<file path="src/rtl/axba_pkg.sv">
// Shared AXBA serializer types: block geometry, repeat-mask type and serializer FSM states.
package axba_pkg;
  localparam int AXBA_WORDS = 8;
  localparam int AXBA_WIDTH = 32;

  typedef logic [AXBA_WORDS-1:0][AXBA_WIDTH-1:0] axba_block_t;
  typedef logic [AXBA_WORDS-1:0]                 axba_mask_t;

  typedef enum logic [1:0] {
    IDLE = 2'd0,
    HDR  = 2'd1,
    PAY  = 2'd2
  } axba_ser_state_e;
endpackage

</file>
<file path="src/rtl/axba_repeat_mask.sv">
// Combinational repeat detector: flags words equal to their predecessor and finds
// the lowest and highest indices that still have to be transmitted.
module axba_repeat_mask
  import axba_pkg::*;
#(
  parameter int WORDS = AXBA_WORDS,
  parameter int WIDTH = AXBA_WIDTH,
  parameter int IW    = (WORDS > 1) ? $clog2(WORDS) : 1
) (
  input  logic [WORDS-1:0][WIDTH-1:0] i_words,
  output logic [WORDS-1:0]            o_mask,
  output logic [IW-1:0]               o_first_idx,
  output logic [IW-1:0]               o_last_idx
);
  logic [WORDS-1:0] w_mask;
  logic [IW-1:0]    w_first;
  logic [IW-1:0]    w_last;

  // Word 0 never has a predecessor, so it is always sent.
  always_comb begin
    w_mask  = {WORDS{1'b0}};
    w_first = {IW{1'b0}};
    w_last  = {IW{1'b0}};
    for (int i = 1; i < WORDS; i++) begin
      w_mask[i] = (i_words[i] == i_words[i-1]);
    end
    for (int i = WORDS - 1; i >= 0; i--) begin
      w_first = w_mask[i] ? w_first : IW'(i);
    end
    for (int i = 0; i < WORDS; i++) begin
      w_last = w_mask[i] ? w_last : IW'(i);
    end
  end

  assign o_mask      = w_mask;
  assign o_first_idx = w_first;
  assign o_last_idx  = w_last;
endmodule

</file>
<file path="src/rtl/axba_block_serializer.sv">
// AXBA block serializer: takes one block per handshake, emits a repeat-mask header beat
// followed by the non-repeated words. Optional macro AXBA_SER_STATS_EN adds elided_words.
module axba_block_serializer
  import axba_pkg::*;
#(
  parameter int WORDS = AXBA_WORDS,
  parameter int WIDTH = AXBA_WIDTH
) (
  input  logic                        clk,
  input  logic                        reset_n,
  input  logic                        blk_valid,
  output logic                        blk_ready,
  input  logic [WORDS-1:0][WIDTH-1:0] blk_data,
  output logic                        tx_valid,
  input  logic                        tx_ready,
  output logic [WIDTH-1:0]            tx_data,
  output logic                        tx_hdr,
  output logic                        tx_last,
  output logic                        busy,
  output logic [15:0]                 blocks_sent
`ifdef AXBA_SER_STATS_EN
  ,
  output logic [31:0]                 elided_words
`endif
);
  localparam int IW = (WORDS > 1) ? $clog2(WORDS) : 1;

  axba_ser_state_e            r_state, w_state_nxt;
  logic [WORDS-1:0][WIDTH-1:0] r_block, w_block_nxt;
  logic [WORDS-1:0]           r_mask, w_mask_nxt, w_mask;
  logic [IW-1:0]              r_first, w_first_nxt, w_first;
  logic [IW-1:0]              r_last, w_last_nxt, w_last;
  logic [IW-1:0]              r_ptr, w_ptr_nxt, w_ptr_step;
  logic                       r_blk_ready, w_blk_ready_nxt;
  logic                       r_busy, w_busy_nxt;
  logic                       r_tx_valid, w_tx_valid_nxt;
  logic [WIDTH-1:0]           r_tx_data, w_tx_data_nxt;
  logic                       r_tx_hdr, w_tx_hdr_nxt;
  logic                       r_tx_last, w_tx_last_nxt;
  logic [15:0]                r_blocks_sent, w_blocks_nxt;

  axba_repeat_mask #(.WORDS(WORDS), .WIDTH(WIDTH), .IW(IW)) u_mask (
    .i_words     (blk_data),
    .o_mask      (w_mask),
    .o_first_idx (w_first),
    .o_last_idx  (w_last)
  );

  // Next payload index: lowest unmasked word above the current pointer.
  always_comb begin
    w_ptr_step = r_ptr;
    for (int i = WORDS - 1; i >= 0; i--) begin
      w_ptr_step = ((i > int'(r_ptr)) && !r_mask[i]) ? IW'(i) : w_ptr_step;
    end
  end

  // Serializer next-state and registered-output values.
  always_comb begin
    w_state_nxt     = r_state;
    w_block_nxt     = r_block;
    w_mask_nxt      = r_mask;
    w_first_nxt     = r_first;
    w_last_nxt      = r_last;
    w_ptr_nxt       = r_ptr;
    w_blk_ready_nxt = r_blk_ready;
    w_busy_nxt      = r_busy;
    w_tx_valid_nxt  = r_tx_valid;
    w_tx_data_nxt   = r_tx_data;
    w_tx_hdr_nxt    = r_tx_hdr;
    w_tx_last_nxt   = r_tx_last;
    w_blocks_nxt    = r_blocks_sent;
    case (r_state)
      IDLE: begin
        if (blk_valid && r_blk_ready) begin
          w_state_nxt     = HDR;
          w_block_nxt     = blk_data;
          w_mask_nxt      = w_mask;
          w_first_nxt     = w_first;
          w_last_nxt      = w_last;
          w_blk_ready_nxt = 1'b0;
          w_busy_nxt      = 1'b1;
          w_tx_valid_nxt  = 1'b1;
          w_tx_hdr_nxt    = 1'b1;
          w_tx_last_nxt   = 1'b0;
          w_tx_data_nxt   = WIDTH'(w_mask);
        end else begin
          w_blk_ready_nxt = 1'b1;
        end
      end
      HDR: begin
        if (r_tx_valid && tx_ready) begin
          w_state_nxt   = PAY;
          w_ptr_nxt     = r_first;
          w_tx_hdr_nxt  = 1'b0;
          w_tx_data_nxt = r_block[r_first];
          w_tx_last_nxt = (r_first == r_last);
        end else begin
          w_state_nxt = r_state;
        end
      end
      PAY: begin
        if (r_tx_valid && tx_ready && r_tx_last) begin
          w_state_nxt     = IDLE;
          w_blocks_nxt    = r_blocks_sent + 16'd1;
          w_blk_ready_nxt = 1'b1;
          w_busy_nxt      = 1'b0;
          w_tx_valid_nxt  = 1'b0;
          w_tx_last_nxt   = 1'b0;
          w_tx_data_nxt   = {WIDTH{1'b0}};
        end else if (r_tx_valid && tx_ready) begin
          w_ptr_nxt     = w_ptr_step;
          w_tx_data_nxt = r_block[w_ptr_step];
          w_tx_last_nxt = (w_ptr_step == r_last);
        end else begin
          w_state_nxt = r_state;
        end
      end
      default: begin
        w_state_nxt     = IDLE;
        w_blk_ready_nxt = 1'b0;
        w_busy_nxt      = 1'b0;
        w_tx_valid_nxt  = 1'b0;
        w_tx_hdr_nxt    = 1'b0;
        w_tx_last_nxt   = 1'b0;
        w_tx_data_nxt   = {WIDTH{1'b0}};
      end
    endcase
  end

  // State register; reset drops any held block at once.
  always_ff @(posedge clk or negedge reset_n) begin
    if (!reset_n) begin
      r_state       <= IDLE;
      r_block       <= {(WORDS*WIDTH){1'b0}};
      r_mask        <= {WORDS{1'b0}};
      r_first       <= {IW{1'b0}};
      r_last        <= {IW{1'b0}};
      r_ptr         <= {IW{1'b0}};
      r_blk_ready   <= 1'b0;
      r_busy        <= 1'b0;
      r_tx_valid    <= 1'b0;
      r_tx_data     <= {WIDTH{1'b0}};
      r_tx_hdr      <= 1'b0;
      r_tx_last     <= 1'b0;
      r_blocks_sent <= 16'd0;
    end else begin
      r_state       <= w_state_nxt;
      r_block       <= w_block_nxt;
      r_mask        <= w_mask_nxt;
      r_first       <= w_first_nxt;
      r_last        <= w_last_nxt;
      r_ptr         <= w_ptr_nxt;
      r_blk_ready   <= w_blk_ready_nxt;
      r_busy        <= w_busy_nxt;
      r_tx_valid    <= w_tx_valid_nxt;
      r_tx_data     <= w_tx_data_nxt;
      r_tx_hdr      <= w_tx_hdr_nxt;
      r_tx_last     <= w_tx_last_nxt;
      r_blocks_sent <= w_blocks_nxt;
    end
  end

  assign blk_ready   = r_blk_ready;
  assign busy        = r_busy;
  assign tx_valid    = r_tx_valid;
  assign tx_data     = r_tx_data;
  assign tx_hdr      = r_tx_hdr;
  assign tx_last     = r_tx_last;
  assign blocks_sent = r_blocks_sent;

`ifdef AXBA_SER_STATS_EN
  logic [32:0] w_elided_sum;
  logic        w_hdr_fire;
  logic [31:0] r_elided;

  assign w_hdr_fire = (r_state == HDR) && r_tx_valid && tx_ready;

  // Popcount of the held mask added to the running total; one spare bit detects overflow.
  always_comb begin
    w_elided_sum = {1'b0, r_elided};
    for (int i = 0; i < WORDS; i++) begin
      w_elided_sum = w_elided_sum + {32'd0, r_mask[i]};
    end
  end

  // Saturating elided-word counter, bumped once per header handshake.
  always_ff @(posedge clk or negedge reset_n) begin
    if (!reset_n) begin
      r_elided <= 32'd0;
    end else if (w_hdr_fire) begin
      r_elided <= w_elided_sum[32] ? 32'hFFFF_FFFF : w_elided_sum[31:0];
    end else begin
      r_elided <= r_elided;
    end
  end

  assign elided_words = r_elided;
`endif
endmodule

</file>
<file path="config.mk">
export PLATFORM = sky130hd
export DESIGN_NAME = axba_block_serializer
export DESIGN_NICKNAME = d
export VERILOG_FILES = /design/src/rtl/axba_pkg.sv /design/src/rtl/axba_repeat_mask.sv /design/src/rtl/axba_block_serializer.sv
export SDC_FILE = /design/constraint.sdc
export NUM_CORES = 1
export LEC_CHECK = 0
export CAP_MARGIN = 0
export CORE_ASPECT_RATIO = 1.2
export CORE_UTILIZATION = 47
export CTS_CLUSTER_DIAMETER = 100
export DETAILED_ROUTE_END_ITERATION = 8
export HOLD_SLACK_MARGIN = 0.08
export PLACE_DENSITY = 0.76
export SLEW_MARGIN = 0
export SYNTH_ARGS = -nofsm -noshare
export SYNTH_HDL_FRONTEND = slang
export SYNTH_SLANG_ARGS = --single-unit
</file>
<file path="constraint.sdc">
create_clock -name clk -period 2.6 [get_ports clk]
set_input_delay 0.26 -clock clk [delete_from_list [all_inputs] [get_ports clk]]
set_output_delay 0.26 -clock clk [all_outputs]
set_load 0.02 [all_outputs]
</file>
Word-level counts from Yosys, hierarchy flattened
Index checks and enable logic that the tools add are counted.

$add $sub $neg: 1. Order comparisons: 8. Eq/ne operators: 16. Mux-type cells: 42. Bitwise operators: 2. Reductions and logical operators: 28.

Operators by type and width (count): $eq A32 B32 Y1 (7); $mux W32 (5); $bmux W32 S3 (1); $pmux W32 S3 (1); $mux W3 (16); $add A16 B1 Y16 const B (1); $gt A3 B3 Y1 const A (4); $pmux W1 S3 (4); $reduce_and A3 Y1 (4); $logic_and A1 B1 Y1 (10); $mux W1 (10); $ne A2 B2 Y1 const B (5); $logic_not A1 Y1 (7); $gt A2 B3 Y1 const A (2); $mux W2 (3); $pmux W2 S3 (1); $pmux W3 S2 (1); $reduce_and A2 Y1 (3); $lt A3 B4 Y1 const B (1); $reduce_and A4 Y1 (1); $eq A3 B3 Y1 (1); $gt A1 B3 Y1 const A (1); $logic_not A3 Y1 (1); $ne A3 B3 Y1 const B (1); other kinds (5) (6).

Flip-flop bits (word level): 323. Input bits: 260. Output and inout port bits: 53. Word-level logic and storage cells: 115.

Longest topological paths before layout
Gate-level depths: netlist (run 1).

Depth in word-level cells: 14. Mapped depth: 12. Depth with buffers taken out: 9.

By module
From an unflattened synthesis (run 1), not the netlist that was laid out.

Cell total of the unflattened synthesis: 1564. Area, all modules: 19347.3 µm².

By module, submodules not included: axba_block_serializer (instances 1, cells an instance 1246, area each 16807.4 µm², sequential area each 8157.8 µm²); axba_repeat_mask (instances 1, cells an instance 318, area each 2539.9 µm², sequential area each 0.0 µm²).

Worst setup path after synthesis (run 1)
Ideal clock, no wire load.

Path kind: register -> register. Start point: reg r_state[0]. End point: reg r_tx_data[10] (netlist: tx_data[10]). Setup time: 95 ps. Arrival: 2308 ps. Required time: 2505 ps. Slack: 196 ps. Cell stages (with the launch flop): 13. Path buffers: 3. Clock period less this slack: 2404 ps. Path through: dfrtp_1 -> inv_1 -> ha_1 -> clkbuf_1 -> or2_1 -> a21o_1 -> buf_2 -> nor2_4 -> nand2_1 -> nor2_2 -> buf_4 -> a221oi_1 -> o31ai_1.

Word-level cells in the longest chain between the ends: 3. Elaborated cells on any way between the ends: 8. Classes of those cells: eq/ne (5); mux (1); reduce/logical (2).

Ends and longest elaborated chain: start, declared (line axba_block_serializer.sv:28) `axba_ser_state_e r_state, w_state_nxt;`; start signal, assigned (line axba_block_serializer.sv:147) `r_state <= w_state_nxt;`; $eq A2 B2 Y1, or another cell as far along (line axba_block_serializer.sv:72) `case (r_state)`; $ne A3 B3 Y1 (no source line) or $ne A2 B2 Y1 (tied branches); $reduce_and A3 Y1 (no source line); end signal, assigned (line axba_block_serializer.sv:142) `r_tx_data <= {WIDTH{1'b0}};`; end signal, assigned (line axba_block_serializer.sv:156) `r_tx_data <= w_tx_data_nxt;`; end, declared (line axba_block_serializer.sv:37) `logic [WIDTH-1:0] r_tx_data, w_tx_data_nxt;`.

Parallel ways exist; a longest one is shown, timed or not. A chain may end at the register's enable or synchronous reset.

Worst setup path after layout (run 1)
Start point: reg r_state[0]. End point: reg r_tx_data[28] (netlist: tx_data[28]).

Same word-level chain as after synthesis.

==> results of run 1 <==
## layout make-up
type / count / share of cell area, %
multi-input combinational: 1586 / 37.6
sequential: 323 / 35.2
timing repair buffer: 451 / 19.3
clock buffer: 52 / 4.67
tap: 468 / 2.55
clock inverter: 10 / 0.583
inverter: 6 / 0.0981
## worst register-to-register path, stage by stage, from the launching register on
cell and delay [ns]:
dfrtp_1 0.42, inv_1 0.10, ha_1 0.18, a21boi_0 0.27, a21o_1 0.18, nor2_4 0.04
buf_4 0.17, and3_1 0.23, buf_12 0.19, a221oi_2 0.54, o31ai_1 0.17
## power by group
part           internal, mW  switching (mW)
sequential             7.11            1.89
combinational          3.39            5.13
clock                  3.16            2.13
total                  13.7            9.14
## stage by stage
stage	instances	worst slack (ns)	area, µm²	hold slack [ns]
floorplan	2030	0.196	17000	-0.0356
global placement	2831	-0.285	21600	0.291
detailed placement	2831	-0.357	21600	0.286
CTS	2896	0.00290	22900	0.318
global route	2896	-0.0328	23000	0.345
finish	2896	-0.0489	23000	0.300
## what timing repair did
action | CTS | global route
setup buffers | 2 | 0
hold endpoints to repair | 67 | 0
hold buffers | 1 | 0
pin swaps | 1 | 0
gates resized for setup | 14 | 8
setup endpoints to repair | 31 | 26
## Yosys cell counts, drive strengths merged, types with 2 or more instances
library cell  number  area, µm²
and4               3       26.3
xnor2            105        920
nand4             31        194
a221oi            56        490
o22a               4       35.0
nor2b              2       12.5
dfrtp            323       8080
nor2              27        119
a221o              3       30.0
and2               6       37.5
mux2i              9       90.1
a22oi             27        203
o21ai             11       55.1
or2                2       12.5
nand2b             3       18.8
o31ai             29        223
mux2               3       33.8
buf               30        161
ha                 5       62.6
a211oi             2       20.0
clkbuf            85        320
a21boi             2       18.8
inv                6       22.5
a222oi             2       20.0
a31oi             11       68.8
xor2             137       1200
a2111oi            2       17.5
nand3             70        350
a22o               8       70.1
nor3              11       55.1
o41ai              2       25.0
and3               9       56.3
nor4              39        250
nand2            912       3420
a21oi             41        216
## final timing paths
path | start | slack (ns) | cells past startpoint | to
min reg2reg | r_block[101] | 0.47 | 2 | r_block[101]
max | r_state[0] | -0.05 | 10 | tx_data[28]
min | reset_n | 0.30 | 2 | r_block[245]
min in group clk | blk_data[224] | 0.32 | 3 | r_block[224]
max in group asynchronous | reset_n | 1.39 | 3 | r_block[21]
max reg2reg | r_state[0] | -0.05 | 10 | tx_data[28]
## per-layer routing
layer  routed length (µm)  part of all wire (%)  track usage [%]
met1                25800                    35             47.4
met2                34200                    47             64.2
met3                 5890                   8.1             4.48
met4                 6930                   9.5             30.5
met5                    0                     0                0
## cells by family after synthesis
family | after synthesis | share of synthesized area [%]
AO/OA/AOI/OAI | 209 | 9.23
XOR/XNOR | 242 | 12.4
adder cells (fa/ha/maj) | 5 | 0.367
buffers and inverters | 121 | 2.96
flip-flops | 323 | 47.4
multiplexers | 12 | 0.727
AND/OR/NAND/NOR | 1118 | 26.9
## state kept, by name (all words and copies together) (netlist names)
name and count:
blocks_sent 16, r_mask 7, tx_last 1, r_state 2, blk_ready 1, r_last 3, r_ptr 3, tx_data 32
tx_valid 1, tx_hdr 1, r_block 256
==> qor.yml, run 1 <==
yosys:
  synthCells: 2030
  yosysUniqueCellTypes: 60
  syn-num-nets: 2295
  syn-cell-area_um2: 17000
  async_flop_share_pct: 100
  synth_seq_cells: 323
  synth_edf_count: 0
  yosys_warnings: 0
  synth_seq_area_share_pct: 47.4
  post_synth.cell_area_avg_um2: 8.40
  ys.flop_type: "dfrtp_1"
route:
  postRouteAntennaNets: 0
  detail_route.wl_per_cell_um: 25.2
  dr.pass1.iters: 8
  wirelength_mm: 72.9
  drcViolationCount: 0
  via_per_inst: 6.05
  drtIter0Drc: 2197
  num_vias: 17527
sta:
  fin_skew_ns: 0.0280
  fmax_mhz: 378
  slew_headroom_pct: 54.2
  finalHoldViolCount: 0
  period_share_pct: 102
  fin_tns_setup_ns: -0.0489
  fin_ws_ns: -0.0489
  worstMarginPinSlew_ns: 0.687
  slew_violations: 0
  setup_violations: 1
  period_needed_ns: 2.65
  rsz0062_at_grt: "true"
critical_path:
  end_kind: "flip-flop"
  worst_path_max_delay_cell: "a221oi_2"
  slowest_delay_ns: 0.53
  critPathRequiredTime_ns: 2.96
  crit_buf_inv: 3
  cp_max_fo: 24
  path_cells: "inv_1, ha_1, a21boi_0, a21o_1, nor2_4, buf_4, and3_1, buf_12, a221oi_2, o31ai_1"
  cp-start-kind: "flip-flop"
  crit_family: "compound AO/OA/AOI/OAI gates"
  critical_path_class: "flip-flop to flip-flop"
  cp.arrival_ns: 3.01
cells_and_area:
  antennaDiodeCount: 0
  final.fill_count: 3047
  layout_common_cells: "nand2_1 (912), dfrtp_1 (323), clkdlybuf4s50_1 (311)"
  areaGrowthSynthToFinish_pct: 34.7
  postLayoutCoreUtil_pct: 64.0
  regArea_um2: 8080
  layout_commonest_cell: "nand2_1"
  finalNetCount: 2669
  multiInputGateArea_um2: 8620
  drive_gt1_share_pct: 9.47
floorplanning:
  coreArea_um2: 35800
  rows: 76
  pin_count: 313
  die_w_um: 176
  die_h_um: 211
  initial_core_util_pct: 47.6
  dieArea_um2: 37000
placed_design:
  place.detailed.hpwl_mm: 54.3
  routabilityCongestion: 1.06
  numPortBuffers: 312
cts:
  htreeDepth: 2
  clock_latency_ns: 0.53
  clock_sinks: 323
  cts_tree: "done"
  cts_made_buffers: 36
  clk_path_buf_depth: 3
  clkSlewWorstSetupHoldPaths_ns: 0.07
  cts-root-buf: "clkbuf_16"
global_route:
  first_global_vias: 17153
  antenna_found_initial: 0
  grt_pass1_wl_mm: 106
  grt_usage_pct: 39.3
  grt-ovfl-total: 0
  grt_max_degree: 113
min_path:
  hold_path_class: "primary input to asynchronous set/reset pin"
run_status:
  violations: "setup timing"
  status: "complete, but fails checks"
pwr:
  powerDensity_nw_per_um2: 994
  power_mw: 22.8
  peakVddDrop_v: 0.000515
  leakage_nw: 10.8
flow_run:
  cap_violations: 0
Note: power is estimated with default switching activity, not from simulation.
==> inputs of run 2 (changes only) <==
--- a/config.mk
+++ b/config.mk
@@ -11,7 +11,7 @@
 export CTS_CLUSTER_DIAMETER = 100
 export DETAILED_ROUTE_END_ITERATION = 8
 export HOLD_SLACK_MARGIN = 0.08
-export PLACE_DENSITY = 0.76
+export PLACE_DENSITY = 0.73
 export SLEW_MARGIN = 0
 export SYNTH_ARGS = -nofsm -noshare
 export SYNTH_HDL_FRONTEND = slang
==> constraint.sdc (replaced) <==
create_clock -name clk -period 2.5 [get_ports clk]
set_input_delay 0.25 -clock clk [delete_from_list [all_inputs] [get_ports clk]]
set_output_delay 0.25 -clock clk [all_outputs]
set_load 0.02 [all_outputs]
==> run 2 against run 1 <==
The flow now finishes without violations. Critical path depth shrank 1. First-iteration DRC count grew 1.3%. Highest routed layer is now met5. Largest power group unchanged. Final area grew 1.5%. Cell count grew 1.3%. Via count shrank 0.86%. Combinational power grew 4.0%. Critical path type unchanged. Maximum frequency grew 11%. Clock-buffer cell count shrank 4. Largest cell class unchanged. Worst setup slack gained 0.16 ns. Die area is the same. Sequential cell count is the same.
==> qor.yml, run 2 (synthesized netlist as in run 1, its figures left out) <==
floorplanning:
  die_w_um: 176  # unchanged
  die_h_um: 211  # unchanged
  rows: 76  # unchanged
  initial_core_util_pct: 47.6  # unchanged
  coreArea_um2: 35800  # unchanged
  dieArea_um2: 37000  # unchanged
  pin_count: 313  # unchanged
critical_path:
  critical_path_class: "flip-flop to flip-flop"
  cp-start-kind: "flip-flop"
  end_kind: "flip-flop"
  critPathRequiredTime_ns: 2.91  # -0.05 ns
  cp_max_fo: 8  # -67%
  cp.arrival_ns: 2.80  # -0.21 ns
route:
  top_layer: "met5"
  wirelength_mm: 74.1  # +1.7%
  drtIter0Drc: 2226  # +1.3%
  num_vias: 17377  # -0.86%
  wl_met1_mm: 25.6  # -1.0%
  dr.pass1.iters: 6  # -2
  route.met3.wl_mm: 6.20  # +5.4%
  postRouteAntennaNets: 0  # unchanged
  via_per_inst: 5.92  # -2.1%
  drcViolationCount: 0  # unchanged
  detail_route.wl_per_cell_um: 25.2  # +0.34%
  met2WireLength_mm: 35.2  # +2.8%
placed_design:
  numPortBuffers: 312  # unchanged
  place.detailed.hpwl_mm: 56.2  # +3.6%
  place_area_um2: 21900  # +1.5%
  routabilityCongestion: 1.02  # -3.5%
  pre_cts_ws_ns: -0.0583  # +0.298 ns
min_path:
  hold_path_class: "primary input to asynchronous set/reset pin"
cells_and_area:
  drive_gt1_share_pct: 10.7  # +1.2 points
  largest_reg_flops: 256  # unchanged
  final_area_um2: 23300  # +1.5%
  postLayoutCoreUtil_pct: 65.0  # +0.96 points
  layout_common_cells: "nand2_1 (911), dfrtp_1 (320), clkdlybuf4s50_1 (311)"
  layout_commonest_cell: "nand2_1"
  largest-register: "r_block"
  finalNetCount: 2708  # +1.5%
  areaGrowthSynthToFinish_pct: 36.7
  antennaDiodeCount: 0  # unchanged
sta:
  period_needed_ns: 2.39  # -0.259 ns
  fin_ws_ns: 0.110  # +0.159 ns
  rsz0062_at_grt: "false"
  worstMarginPinSlew_ns: 0.687  # +0.000156 ns
  fmax_mhz: 418  # +11%
  period_share_pct: 95.6  # -6.3 points
  slew_headroom_pct: 54.2  # about the same
  setup_violations: 0  # -1
  finalHoldViolCount: 0  # unchanged
  fin_hold_ws_ns: 0.283  # -0.0168 ns
  fin_tns_setup_ns: 0  # +0.0489 ns
  slew_violations: 0  # unchanged
  fin_skew_ns: 0.0230  # -0.00491 ns
cts:
  clk_path_buf_depth: 3  # unchanged
  clock_sinks: 323  # unchanged
  clkSlewWorstSetupHoldPaths_ns: 0.06  # about the same
  htreeDepth: 2  # unchanged
  cts_tree: "done"
  cts-root-buf: "clkbuf_16"
  clock_latency_ns: 0.55  # +0.02 ns
  cts_made_buffers: 37  # +2.8%
global_route:
  first_global_vias: 17360  # +1.2%
  grt-ovfl-total: 0  # unchanged
  grt_pass1_wl_mm: 108  # +2.0%
  grt_usage_pct: 40.4  # +1.1 points
  grt_max_degree: 88  # -22%
  antenna_found_initial: 1  # +1
pwr:
  peakVddDrop_v: 0.000600  # +16%
  powerDensity_nw_per_um2: 1040  # +4.3%
  clockPowerShare_pct: 23.7  # +0.5 points
  combPwrFrac_pct: 36.7  # -0.6 points
  leakage_nw: 10.9  # +1.7%
  seq_power_share_pct: 39.6  # about the same
  p_int_mw: 14.4  # +5.7%
  netSwitchingPower_mw: 9.70  # +6.0%
  swShare_pct: 40.2  # +0.081 points
flow_run:
  cap_violations: 0  # unchanged
run_status:
  status: "complete, no violations"
==> run 2: changes by cell type in the layout (fill, tap and decap cells not counted), sizes merged <==
cell	previous run	this run
buf	139	177
bufinv	3	4
clkbuf	52	48
clkinv	4	7
==> run 2: power groups by stage <==
stage | logic [mW] | registers [mW] | clock network (mW)
floorplan | 5.02 | 8.57 | 0
global placement | 8.36 | 9.47 | 0
detailed placement | 8.57 | 9.49 | 0
CTS | 8.64 | 9.41 | 5.75
global route | 9.69 | 9.59 | 5.95
finish | 8.86 | 9.56 | 5.72
==> run 2: final timing paths <==
kind	from	endpoint	slack (ns)	depth (start not counted)
setup reg to reg	r_ptr[0]	tx_data[7]	0.11	9
min in group clk	blk_data[245]	r_block[245]	0.29	3
setup / recovery	r_ptr[0]	tx_data[7]	0.11	9
hold / removal	reset_n	r_mask[1]	0.28	2
max in group asynchronous	reset_n	r_block[174]	1.39	3
hold reg to reg	r_block[226]	r_block[226]	0.47	2
==> run 2: repair_timing <==
item | 4_1_cts | 5_1_grt
buffers inserted | 0 | 4
hold endpoints to repair | 61 | 0
hold buffers | 1 | 0
gates resized for setup | 0 | 18
setup endpoints to repair | 0 | 29
==> run 2: per-stage QoR <==
| stage | std cells | power (mW) |
|---|---|---|
| 6_report | 2934 | 24.1 |
| 5_1_grt | 2934 | 25.2 |
| 4_1_cts | 2930 | 23.8 |
| 3_5_place_dp | 2867 | 18.1 |
| 3_3_place_gp | 2867 | 17.8 |
| 2_1_floorplan | 2030 | 13.6 |
==> run 2: per-layer routing <==
metal	track usage, %	vias to the layer above
met5	0	-
met4	31.3	2
met3	6.37	318
met2	67.3	1166
met1	46.5	8319
li1	-	7572
==> run 2: area by class of cell <==
class,instances,area (µm²)
Timing Repair Buffer,489,4790
Sequential cell,323,8090
Tap cell,468,586
Multi-Input combinational cell,1586,8550
Clock buffer,48,1080
Fill cell,3000,12500
Inverter,6,22.5
Clock inverter,14,186
==> run 2: critical path: stages, from the launching register on <==
cell,delay (ns)
dfrtp_2,0.46
and4b_1,0.28
a31oi_2,0.07
a211o_2,0.40
buf_4,0.15
a221oi_1,0.28
buf_4,0.16
a2111oi_1,0.05
buf_4,0.14
a2111o_1,0.27
